--- src/rtl/pc_fetch_control.sv ---
// Fetch-side program counter sequencer: warm-up delay, in-order issue gated by
// unit availability, and branch/forced redirects followed by a short flush.
//
// state  | meaning
// WARMUP | post-reset delay, no issue, redirects ignored
// RUN    | issue one address per cycle when all units accept and not stalled
// FLUSH  | bubble cycles after a redirect, no issue
module pc_fetch_control #(
    parameter int unsigned           ADDR_WIDTH     = 32,
    parameter int unsigned           NUM_UNITS      = 5,
    parameter int unsigned           STARTUP_CYCLES = 100,
    parameter int unsigned           FLUSH_CYCLES   = 1,
    parameter logic [ADDR_WIDTH-1:0] RESET_PC       = '0,
    parameter logic [ADDR_WIDTH-1:0] STEP           = {{(ADDR_WIDTH-1){1'b0}}, 1'b1},
    parameter logic [6:0]            BNE_OP         = 7'b1100011
) (
    input  logic                  clock,
    input  logic                  resetN,
    input  logic [NUM_UNITS-1:0]  unitEmpty,
    input  logic                  stall,
    input  logic [6:0]            operatorType,
    input  logic                  jump,
    input  logic [ADDR_WIDTH-1:0] jumppc,
    input  logic                  pcChange,
    input  logic [ADDR_WIDTH-1:0] changeData,
    output logic                  available,
    output logic [ADDR_WIDTH-1:0] pc,
    output logic                  decodePulse,
    output logic [15:0]           redirectCount,
    output logic [1:0]            state
);

    typedef enum logic [1:0] {
        WARMUP = 2'd0,
        RUN    = 2'd1,
        FLUSH  = 2'd2
    } state_t;

    localparam logic [15:0] WARM_LOAD  = 16'(STARTUP_CYCLES);
    localparam logic [3:0]  FLUSH_LOAD = 4'(FLUSH_CYCLES);

    state_t                state_q, state_d;
    logic [ADDR_WIDTH-1:0] pc_q, pc_d;
    logic                  pulse_q, pulse_d;
    logic                  avail_q, avail_d;
    logic [15:0]           redir_q, redir_d;
    logic [15:0]           warm_q, warm_d;
    logic [3:0]            flush_q, flush_d;

    logic                  can_issue;
    logic                  redirect;
    logic [ADDR_WIDTH-1:0] target;

    assign can_issue = (&unitEmpty) & ~stall;
    assign redirect  = pcChange | (jump && (operatorType == BNE_OP));
    assign target    = pcChange ? changeData : jumppc;

    // Counters leave their state on the edge that brings them to zero, so the
    // first issue lands STARTUP_CYCLES+1 edges after reset release.
    always_comb begin
        state_d = state_q;
        pc_d    = pc_q;
        pulse_d = 1'b0;
        avail_d = avail_q;
        redir_d = redir_q;
        warm_d  = warm_q;
        flush_d = flush_q;
        case (state_q)
            WARMUP: begin
                if (warm_q <= 16'd1) state_d = RUN;
                if (warm_q != 16'd0) warm_d = warm_q - 16'd1;
            end
            RUN, FLUSH: begin
                avail_d = can_issue;
                if (redirect) begin
                    pc_d = target - STEP;
                    if (redir_q != 16'hFFFF) redir_d = redir_q + 16'd1;
                    if (FLUSH_LOAD == 4'd0) begin
                        state_d = RUN;
                    end else begin
                        state_d = FLUSH;
                        flush_d = FLUSH_LOAD;
                    end
                end else if (state_q == RUN) begin
                    if (can_issue) begin
                        pc_d    = pc_q + STEP;
                        pulse_d = 1'b1;
                    end
                end else begin
                    if (flush_q <= 4'd1) state_d = RUN;
                    if (flush_q != 4'd0) flush_d = flush_q - 4'd1;
                end
            end
            default: begin
                state_d = WARMUP;
                warm_d  = WARM_LOAD;
                flush_d = FLUSH_LOAD;
            end
        endcase
    end

    always_ff @(posedge clock or negedge resetN) begin
        if (!resetN) begin
            state_q <= WARMUP;
            pc_q    <= RESET_PC - STEP;
            pulse_q <= 1'b0;
            avail_q <= 1'b0;
            redir_q <= 16'd0;
            warm_q  <= WARM_LOAD;
            flush_q <= FLUSH_LOAD;
        end else begin
            state_q <= state_d;
            pc_q    <= pc_d;
            pulse_q <= pulse_d;
            avail_q <= avail_d;
            redir_q <= redir_d;
            warm_q  <= warm_d;
            flush_q <= flush_d;
        end
    end

    assign available     = avail_q;
    assign pc            = pc_q;
    assign decodePulse   = pulse_q;
    assign redirectCount = redir_q;
    assign state         = state_q;

endmodule

--- config.mk ---
export PLATFORM = sky130hd
export DESIGN_NAME = pc_fetch_control
export DESIGN_NICKNAME = d
export VERILOG_FILES = /design/src/rtl/pc_fetch_control.sv
export SDC_FILE = /design/constraint.sdc
export NUM_CORES = 1
export LEC_CHECK = 0
export CORE_MARGIN = 1
export CORE_UTILIZATION = 50
export CTS_BUF_LIST = sky130_fd_sc_hd__clkbuf_4 sky130_fd_sc_hd__clkbuf_8
export CTS_CLUSTER_SIZE = 25
export DETAILED_ROUTE_END_ITERATION = 6
export PLACE_DENSITY = 0.81
export SYNTH_ARGS = -nofsm -noshare
export SYNTH_HDL_FRONTEND = slang
export SYNTH_SLANG_ARGS = --single-unit
--- constraint.sdc ---
create_clock -name clock -period 4.9 [get_ports clock]
set_clock_uncertainty 0.15 [all_clocks]
set_input_delay 1.225 -clock clock [delete_from_list [all_inputs] [get_ports clock]]
set_output_delay 1.225 -clock clock [all_outputs]
set_load 0.05 [all_outputs]
==> impl_summary.md, run 1 <==
Run status
The run finished with clean final reports.

GRT
The number of global-route vias before repair is 5369. The remaining global-route overflow is 0. The total global routing track utilization is 29.2%. The largest net degree at the start of global routing is between 40 and 50. The first global-routing pass estimated about 26 mm of wire. The number of antenna violations at the first check in global routing was 0.

Pwr
The leakage power total is around 2.7 nW. IR analysis of the VDD net gives a maximum drop of 0.000287 V. The total power per unit cell area is 532 nW/µm².

Placement
The placed cell area is 6800 µm². Detailed placement ended at an HPWL of 11.9 mm. The congestion estimate from routability-driven global placement came to between 0.9 and 1. Input and output buffers added on the ports amount to 132.

Layout
The number of nets in the layout is 845. The final standard cell area without fillers is roughly 7000 µm². Relative to the synthesized area, the layout overhead comes to 31.2%. 0 antenna diodes ended up in the layout. The post-route netlist has a little over a tenth of its cells at a drive strength greater than 1. The final core utilization is 67.8%.

Synth
Yosys printed 0 warnings. The number of distinct library cell variants in the gate-level netlist after synthesis is 69. The number of enable-type register cells in the synthesized netlist is 0. The synthesized netlist net count is 719.

After synthesis, the share of flip-flops with an asynchronous set or reset is 100%. Among all flip-flop cells after synthesis, the most frequent one is sky130_fd_sc_hd__dfstp_2. The average footprint of a synthesized cell is approximately 8.5 µm². The synthesized design contains a little over 70 register bits. Of the synthesized area, sequential elements account for 34.5%.

After synthesis the cells add up to 5360 µm². Counting every instance in the synthesized netlist gives 627.

Floorplanning
The area enclosed by the die boundary is 11100 µm². The die is 105 µm wide. between 100 and 150 I/O pins were placed. The area of the core is 10400 µm². The floorplan has 37 rows.

The height of the chip is between 100 and 150 µm. The initial utilization of the core area, before any placement, comes to around half.

Clock network
The cell at the root of the clock tree is sky130_fd_sc_hd__clkbuf_8. The insertion delay to the later sink of the worst-skew pair is ~0.37 ns. The post-CTS setup buffer count is 0. The maximum count of clock buffers along a single path is 2. The CTS buffer count is 9. In this run the number of H-tree levels came out at 3. The number of cells upsized or downsized after cts is 0. After clock tree synthesis, the clock-pin slew on the worst setup and hold paths is 0.08 ns.

The tree built by TritonCTS fans out to 72 sinks. TritonCTS built the clock tree. For this design, the CTS-stage hold fixing added 0 buffers.

Route
The first routing iteration left just under 500 violations. The wire length after detailed routing is 15.6 mm. The count of nets left with antenna violations once routing finished came out at 0. In the routed layout, each cell is associated on average with a via count of 6.12. Across all layers, the routed design uses 5472 vias. The count of TritonRoute iterations in the first routing pass is 5. In the routed design, unresolved DRC markers number 0. After detailed routing, the average wire length per cell comes to 17.5 µm.

Worst hold path
The worst hold path class is flip-flop to flip-flop.

Timing
Setup repair after global routing left no endpoint under its margin. The smallest clock period supported by the final layout is computed as 3.77 ns. The total count of max-transition violations in the final report is 0. The final critical path takes up 77.0% of the cycle. The final number of setup-violating endpoints is 0. The worst-case headroom to the max-slew limit is 32.8%.

After routing, the total negative slack on setup checks comes to 0 ns. The maximum frequency from static timing analysis is 265 MHz. At the pin with the least slew margin, the transition time is about 1.0 ns.

The hold violation total from the final report is 0.

Job
The number of max-cap violations is 0.

Setup path
The critical path's largest stage delay is 0.67 ns. The critical path launch point type is an input port. Walking the worst path, the cells encountered are buf_2 > or3b_1 > a222oi_1 > nand4_2 > nor3_1 > xor2_1 > a21oi_1. The cell type of the slowest stage on the worst timing path is sky130_fd_sc_hd__a222oi_1.

The highest net fanout along the worst path is 46. STA puts the critical path data required time at approximately 5 ns. The setup slack of the worst register-to-register path is 1.99 ns.

The critical path data arrival time is 3.93 ns. The startpoint-to-endpoint class of the critical path is input port to flip-flop. The worst setup path is captured at a flip-flop.
[metrics by stage]
| step | worst slack [ns] | power [mW] | instances | hold slack [ns] |
|---|---|---|---|---|
| finish | 1.13 | 3.74 | 894 | 0.353 |
| floorplan | 0.778 | 2.47 | 627 | 0.355 |
| CTS | 1.15 | 3.72 | 894 | 0.356 |
| global route | 0.920 | 3.94 | 894 | 0.383 |
| detailed placement | 0.755 | 3.17 | 878 | 0.346 |
| global placement | 0.920 | 3.11 | 878 | 0.329 |
[area by class of cell]
cell class	count	area, µm²
clock buffer	11	145
clock inverter	5	81.3
sequential	72	1850
inverter	10	37.5
multi-input combinational	519	3370
tap	136	170
fill	861	3340
timing repair buffer	141	1380
[cells in the mapped netlist (all sizes together) (3+ instances only)]
library cell | count | area [µm²]
nor2 | 64 | 240
o22ai | 6 | 37.5
xnor2 | 27 | 236
dfstp | 36 | 946
or3b | 8 | 70.1
o21ai | 37 | 185
o211ai | 3 | 22.5
nand2 | 49 | 184
nand3b | 3 | 22.5
inv | 10 | 37.5
nor3b | 10 | 80.1
nand3 | 31 | 155
mux2i | 29 | 290
o32ai | 4 | 35.0
ha | 11 | 138
a21o | 5 | 37.5
and4 | 4 | 35.0
buf | 9 | 47.5
a211oi | 4 | 30.0
a21oi | 35 | 175
nand2b | 6 | 37.5
o22a | 4 | 35.0
a31oi | 9 | 56.3
nand4 | 15 | 100
or4 | 4 | 30.0
nor3 | 35 | 180
nor4 | 21 | 150
xor2 | 31 | 272
o221ai | 3 | 26.3
and3 | 8 | 50.1
or3 | 11 | 68.8
mux2 | 4 | 45.0
dfrtp | 36 | 901
a211o | 5 | 43.8
clkbuf | 17 | 63.8
[flip-flops by register name, indices dropped and copies added, names as in the netlist]
signal / flops
available: 1
decodePulse: 1
redirectCount: 16
pc: 32
flush_q: 4
warm_q: 16
state: 2
[kinds of logic (layout without fill, tap and decap cells)]
group / Yosys count / in the layout / synth area share, %
DFF: 72 / 72 / 34.5
AOI/OAI and AO/OA: 139 / 139 / 16.7
xor gates and xnor gates: 58 / 58 / 9.49
muxes: 33 / 33 / 6.26
and+or+nand+nor: 278 / 278 / 27.7
buffers and inverters: 36 / 167 / 2.78
adders and majority gates: 11 / 11 / 2.57
[layer usage]
layer	up-vias	global-route usage, %	routed length (µm)
met5	-	0	0
met4	0	10.7	368
met3	30	5.07	1050
met2	240	47.2	7290
met1	2606	39.2	6930
li1	2596	-	-
[cells in the final DEF (no fill, tap or decap), types with 31 or more instances in the layout]
cell	Yosys	routed
sky130_fd_sc_hd__a21oi_1	35	35
sky130_fd_sc_hd__nor3_1	34	34
sky130_fd_sc_hd__nor2_1	64	64
sky130_fd_sc_hd__xor2_1	31	31
sky130_fd_sc_hd__nand3_1	31	31
sky130_fd_sc_hd__o21ai_0	36	36
sky130_fd_sc_hd__dfstp_2	36	36
sky130_fd_sc_hd__clkdlybuf4s50_1	0	130
sky130_fd_sc_hd__dfrtp_1	36	36
sky130_fd_sc_hd__nand2_1	49	49
[worst paths after layout]
path,cells after the start,start,end
worst max-delay path,7,pcChange,pc[25]
worst min-delay path,2,pc[1],pc[1]
worst max register to register,6,pc[5],pc[29]
worst min register to register,2,pc[1],pc[1]
max in group asynchronous,2,resetN,pc[11]
min in group asynchronous,1,resetN,warm_q[9]
[power breakdown]
part	total [mW]	switching [mW]	internal, mW
Combinational	2.01	1.32	0.696
Clock	0.549	0.243	0.306
Sequential	1.18	0.274	0.903
[worst max-delay path: cells and delay by family]
family / cells / cell delay, ns
buffers and inverters: 1 / 0.58
xor gates and xnor gates: 1 / 0.11
and+or+nand+nor: 3 / 1.17
AOI/OAI and AO/OA: 2 / 0.83
Note: power is estimated with default switching activity, not from simulation.
==> run 2: changes to the inputs <==
CORE_UTILIZATION = 47   (was 50)
PLACE_DENSITY = 0.8   (was 0.81)
clock period = 3.1 ns   (was 4.9 ns; I/O delays follow)
==> run 2 against run 1 <==
Effect of this change:
- routed wire length is 2.7% higher
- global-route usage decreased by 1.5 points
- hold slack got worse by 0.14 ns
- via count rose by 1.7%
- combinational power rose by 64%
- clock power increased by 28%
- worst setup slack worse by 0.85 ns
- first-iteration DRC count up 47%
- total power up 57%
- non-clock buffer count is 27 higher
- critical path depth up 1
- final cell count rose by 3.5%
- critical path type unchanged
- largest power group unchanged
- highest routed layer unchanged
==> impl_summary.md, run 2 (synthesized netlist as in run 1, its figures left out) <==
Route
The count of TritonRoute iterations in the first routing pass was 6 (+1). The post-detailed-route wirelength per cell is 17.4 µm (-0.77%). The met3 routed wirelength is 1.10 mm (+5.1%). The number of vias per cell after detailed routing was 6.02 (-1.7%). The initial detailed-routing violation count is 721 (+47%). The post-detailed-route count of antenna-violating nets is 0 (unchanged). The count of unresolved DRC violations after routing was 0 (unchanged).

The sum of met2 wire segment lengths after detailed routing was 7.56 mm (+3.7%). The total via count in the routed design came to 5564 (+1.7%). The highest layer touched by signal routing is met4. The wire length after detailed routing is 16.1 mm (+2.7%). The routed length on met1 is 6.98 mm (+0.71%).

Timing
Setup repair after global routing left no endpoint under its margin. The total count of max-transition violations in the final report is 0 (unchanged). The final worst slack is 0.279 ns (-0.847 ns). The worst-margin pin slew came to 0.760 ns (-0.247 ns). After layout, the worst path uses approximately nine tenths of the clock period. The maximum frequency from static timing analysis is 355 MHz. The worst-case headroom to the max-slew limit is 49.1% (+16 points). The final number of setup-violating endpoints was 0 (unchanged). The sum of negative setup slack is 0 ns (unchanged).

The hold violation total from the final report is 0 (unchanged). Subtracting the final worst setup slack from the clock period gives ~2.8 ns.

Layout
The diode insertion count for antenna repair came to 0 (unchanged). The fill cell total of the finished layout was 880 (+2.2%). The synthesis-to-layout area growth is 35.2%. The number of flip-flops under the largest register name was 32 (unchanged). The final core utilization is 65.9% (-1.8 points).

The commonest non-fill, non-tap cell in the layout is sky130_fd_sc_hd__clkdlybuf4s50_1. In the layout the commonest cells are sky130_fd_sc_hd__clkdlybuf4s50_1, sky130_fd_sc_hd__nor2_1, sky130_fd_sc_hd__nand2_1. The proportion of layout cells with a drive suffix above 1 is 14.0% (+3.5 points). The number of nets in the layout is 872 (+3.2%).

Clock network
The clock edge transition at the registers on the reported setup and hold paths came to 0.08 ns (about the same). The post-CTS setup buffer count came to 0 (unchanged). The CTS buffer count is 9 (unchanged). The number of buffers inserted for hold repair after clock tree synthesis is 0 (unchanged). The number of sinks handled by clock tree synthesis is 72 (unchanged). The number of levels the H-tree was split into is 3 (unchanged).

The number of cells upsized or downsized after cts is 0 (unchanged). TritonCTS built the clock tree. The insertion delay to the later sink of the worst-skew pair is 0.36 ns (about the same).

In this run the clock root is driven by a sky130_fd_sc_hd__clkbuf_8. The maximum count of clock buffers along a single path is 2 (unchanged).

Pwr
The maximum resistive drop on vdd is 0.000566 V (+98%). The total power per unit cell area came to 809 nW/µm² (+52%). The leakage power total came to 2.87 nW (+4.9%).

GRT
The wire length of the first global-routing pass is 25.6 mm (-1.4%). The total global routing track utilization is 27.7% (-1.5 points). The number of antenna violations at the first check in global routing is 0 (unchanged). The number of global-route vias before repair is 5347 (-0.41%). The remaining global-route overflow is 0 (unchanged). The largest net degree at the start of global routing is 37 (-21%).

Floorplanning
The width of the chip is 109 µm (+3.1%). The starting density of the core is 48.8% (-2.9 points). The area of the core is 11000 µm² (+5.9%). The area enclosed by the die boundary is 11800 µm² (+6.3%).

The height of the chip is 109 µm (+3.1%). The number of primary I/O pins is 133 (unchanged). The number of cell rows is 38 (+2.7%).

Setup path
The launching element of the worst setup path is changeData[9]. The most critical setup path has its endpoint at pc[31]. The highest net fanout along the worst path was 6 (-87%). The type of destination of the critical path is a flip-flop. The origin of the critical flop-to-flop path is warm_q[10].

The capture instance of the worst register-to-register path is warm_q[13]. The critical path data arrival time is 2.94 ns (-0.99 ns). The required time at the endpoint of the critical path is 3.22 ns (-1.83 ns).

The worst setup path is launched from an input port. The startpoint-to-endpoint class of the critical path is input port to flip-flop. The setup slack of the worst register-to-register path is 0.37 ns (-1.62 ns).

The depth of the worst register-to-register path was 6 (unchanged).

Placement
The HPWL reported at the end of detailed placement is 12.3 mm (+3.7%). The post-place setup slack is -0.106 ns (-0.860 ns). The number of buffer cells added on primary ports is 132 (unchanged). The routability congestion estimate from global placement was 0.933 (+3.1%).

Worst hold path
The path class of the tightest hold or removal check is input port to asynchronous set/reset pin.

Job
The number of max-cap violations was 0 (unchanged).

Run status
The run finished with clean final reports.
-- run 2: cell count changes in the layout (fill, tap and decap cells not counted), moves of 2 or more --
cell,delta
sky130_fd_sc_hd__buf_12,+2
sky130_fd_sc_hd__bufinv_16,-2
sky130_fd_sc_hd__buf_4,+25
sky130_fd_sc_hd__clkbuf_4,+2
-- run 2: layout make-up --
class	count	area [µm²]	share of cell area, %
repair buffers	168	1610	22.2
clock buffers	13	160	2.21
clock inverters	3	17.5	0.242
multi-input cells	519	3400	46.9
inverters	10	37.5	0.518
flip-flops and latches	72	1850	25.5
well taps	140	175	2.42
-- run 2: how the worst min path moves through the flow --
| stage | slack (ns) | end | start |
|---|---|---|---|
| 2_1_floorplan | 0.33 | available | resetN |
| 4_1_cts | 0.22 | warm_q[3] | resetN |
| 3_5_place_dp | 0.33 | redirectCount[13] | redirectCount[13] |
| 5_1_grt | 0.25 | warm_q[3] | resetN |
| 6_report | 0.21 | warm_q[4] | resetN |
| 3_3_place_gp | 0.33 | redirectCount[9] | redirectCount[9] |
-- run 2: worst max-delay path, cell delays in order --
cell and delay [ns]:
sky130_fd_sc_hd__clkdlybuf4s50_1 0.43, sky130_fd_sc_hd__or3b_1 0.43, sky130_fd_sc_hd__a222oi_1 0.37, sky130_fd_sc_hd__buf_4 0.20, sky130_fd_sc_hd__nand4_2 0.20, sky130_fd_sc_hd__nor4_2 0.23, sky130_fd_sc_hd__xor2_1 0.18, sky130_fd_sc_hd__o221ai_1 0.12
-- run 2: metrics by stage --
stage          hold WS, ns  instances  instance area, µm²  total power [mW]
2_1_floorplan        0.329        627                5410              3.91
3_3_place_gp         0.329        909                7060              5.03
3_5_place_dp         0.333        909                7060              5.12
4_1_cts              0.224        925                7240              5.84
5_1_grt              0.253        925                7240              6.18
6_report             0.214        925                7240              5.86
-- run 2: metal layers --
| layer | vias to the layer above | track usage (%) |
|---|---|---|
| met3 | 39 | 3.65 |
| met1 | 2634 | 35.5 |
| li1 | 2640 | - |
| met5 | - | 0 |
| met2 | 251 | 46.2 |
| met4 | 0 | 12.6 |
-- run 2: power breakdown --
| group | internal [mW] | total, mW | leakage, nW | switching, mW |
|---|---|---|---|---|
| combinational | 1.18 | 3.30 | 1.92 | 2.12 |
| clock | 0.337 | 0.704 | 0.0937 | 0.367 |
| sequential | 1.43 | 1.86 | 0.864 | 0.429 |
| total | 2.95 | 5.86 | 2.87 | 2.91 |
==> run 3: changes to the inputs <==
SKIP_CTS_REPAIR_TIMING = 1   (was default)
==> results of run 3 <==
No change in the layout: final DEF, timing and power equal those of run 2.
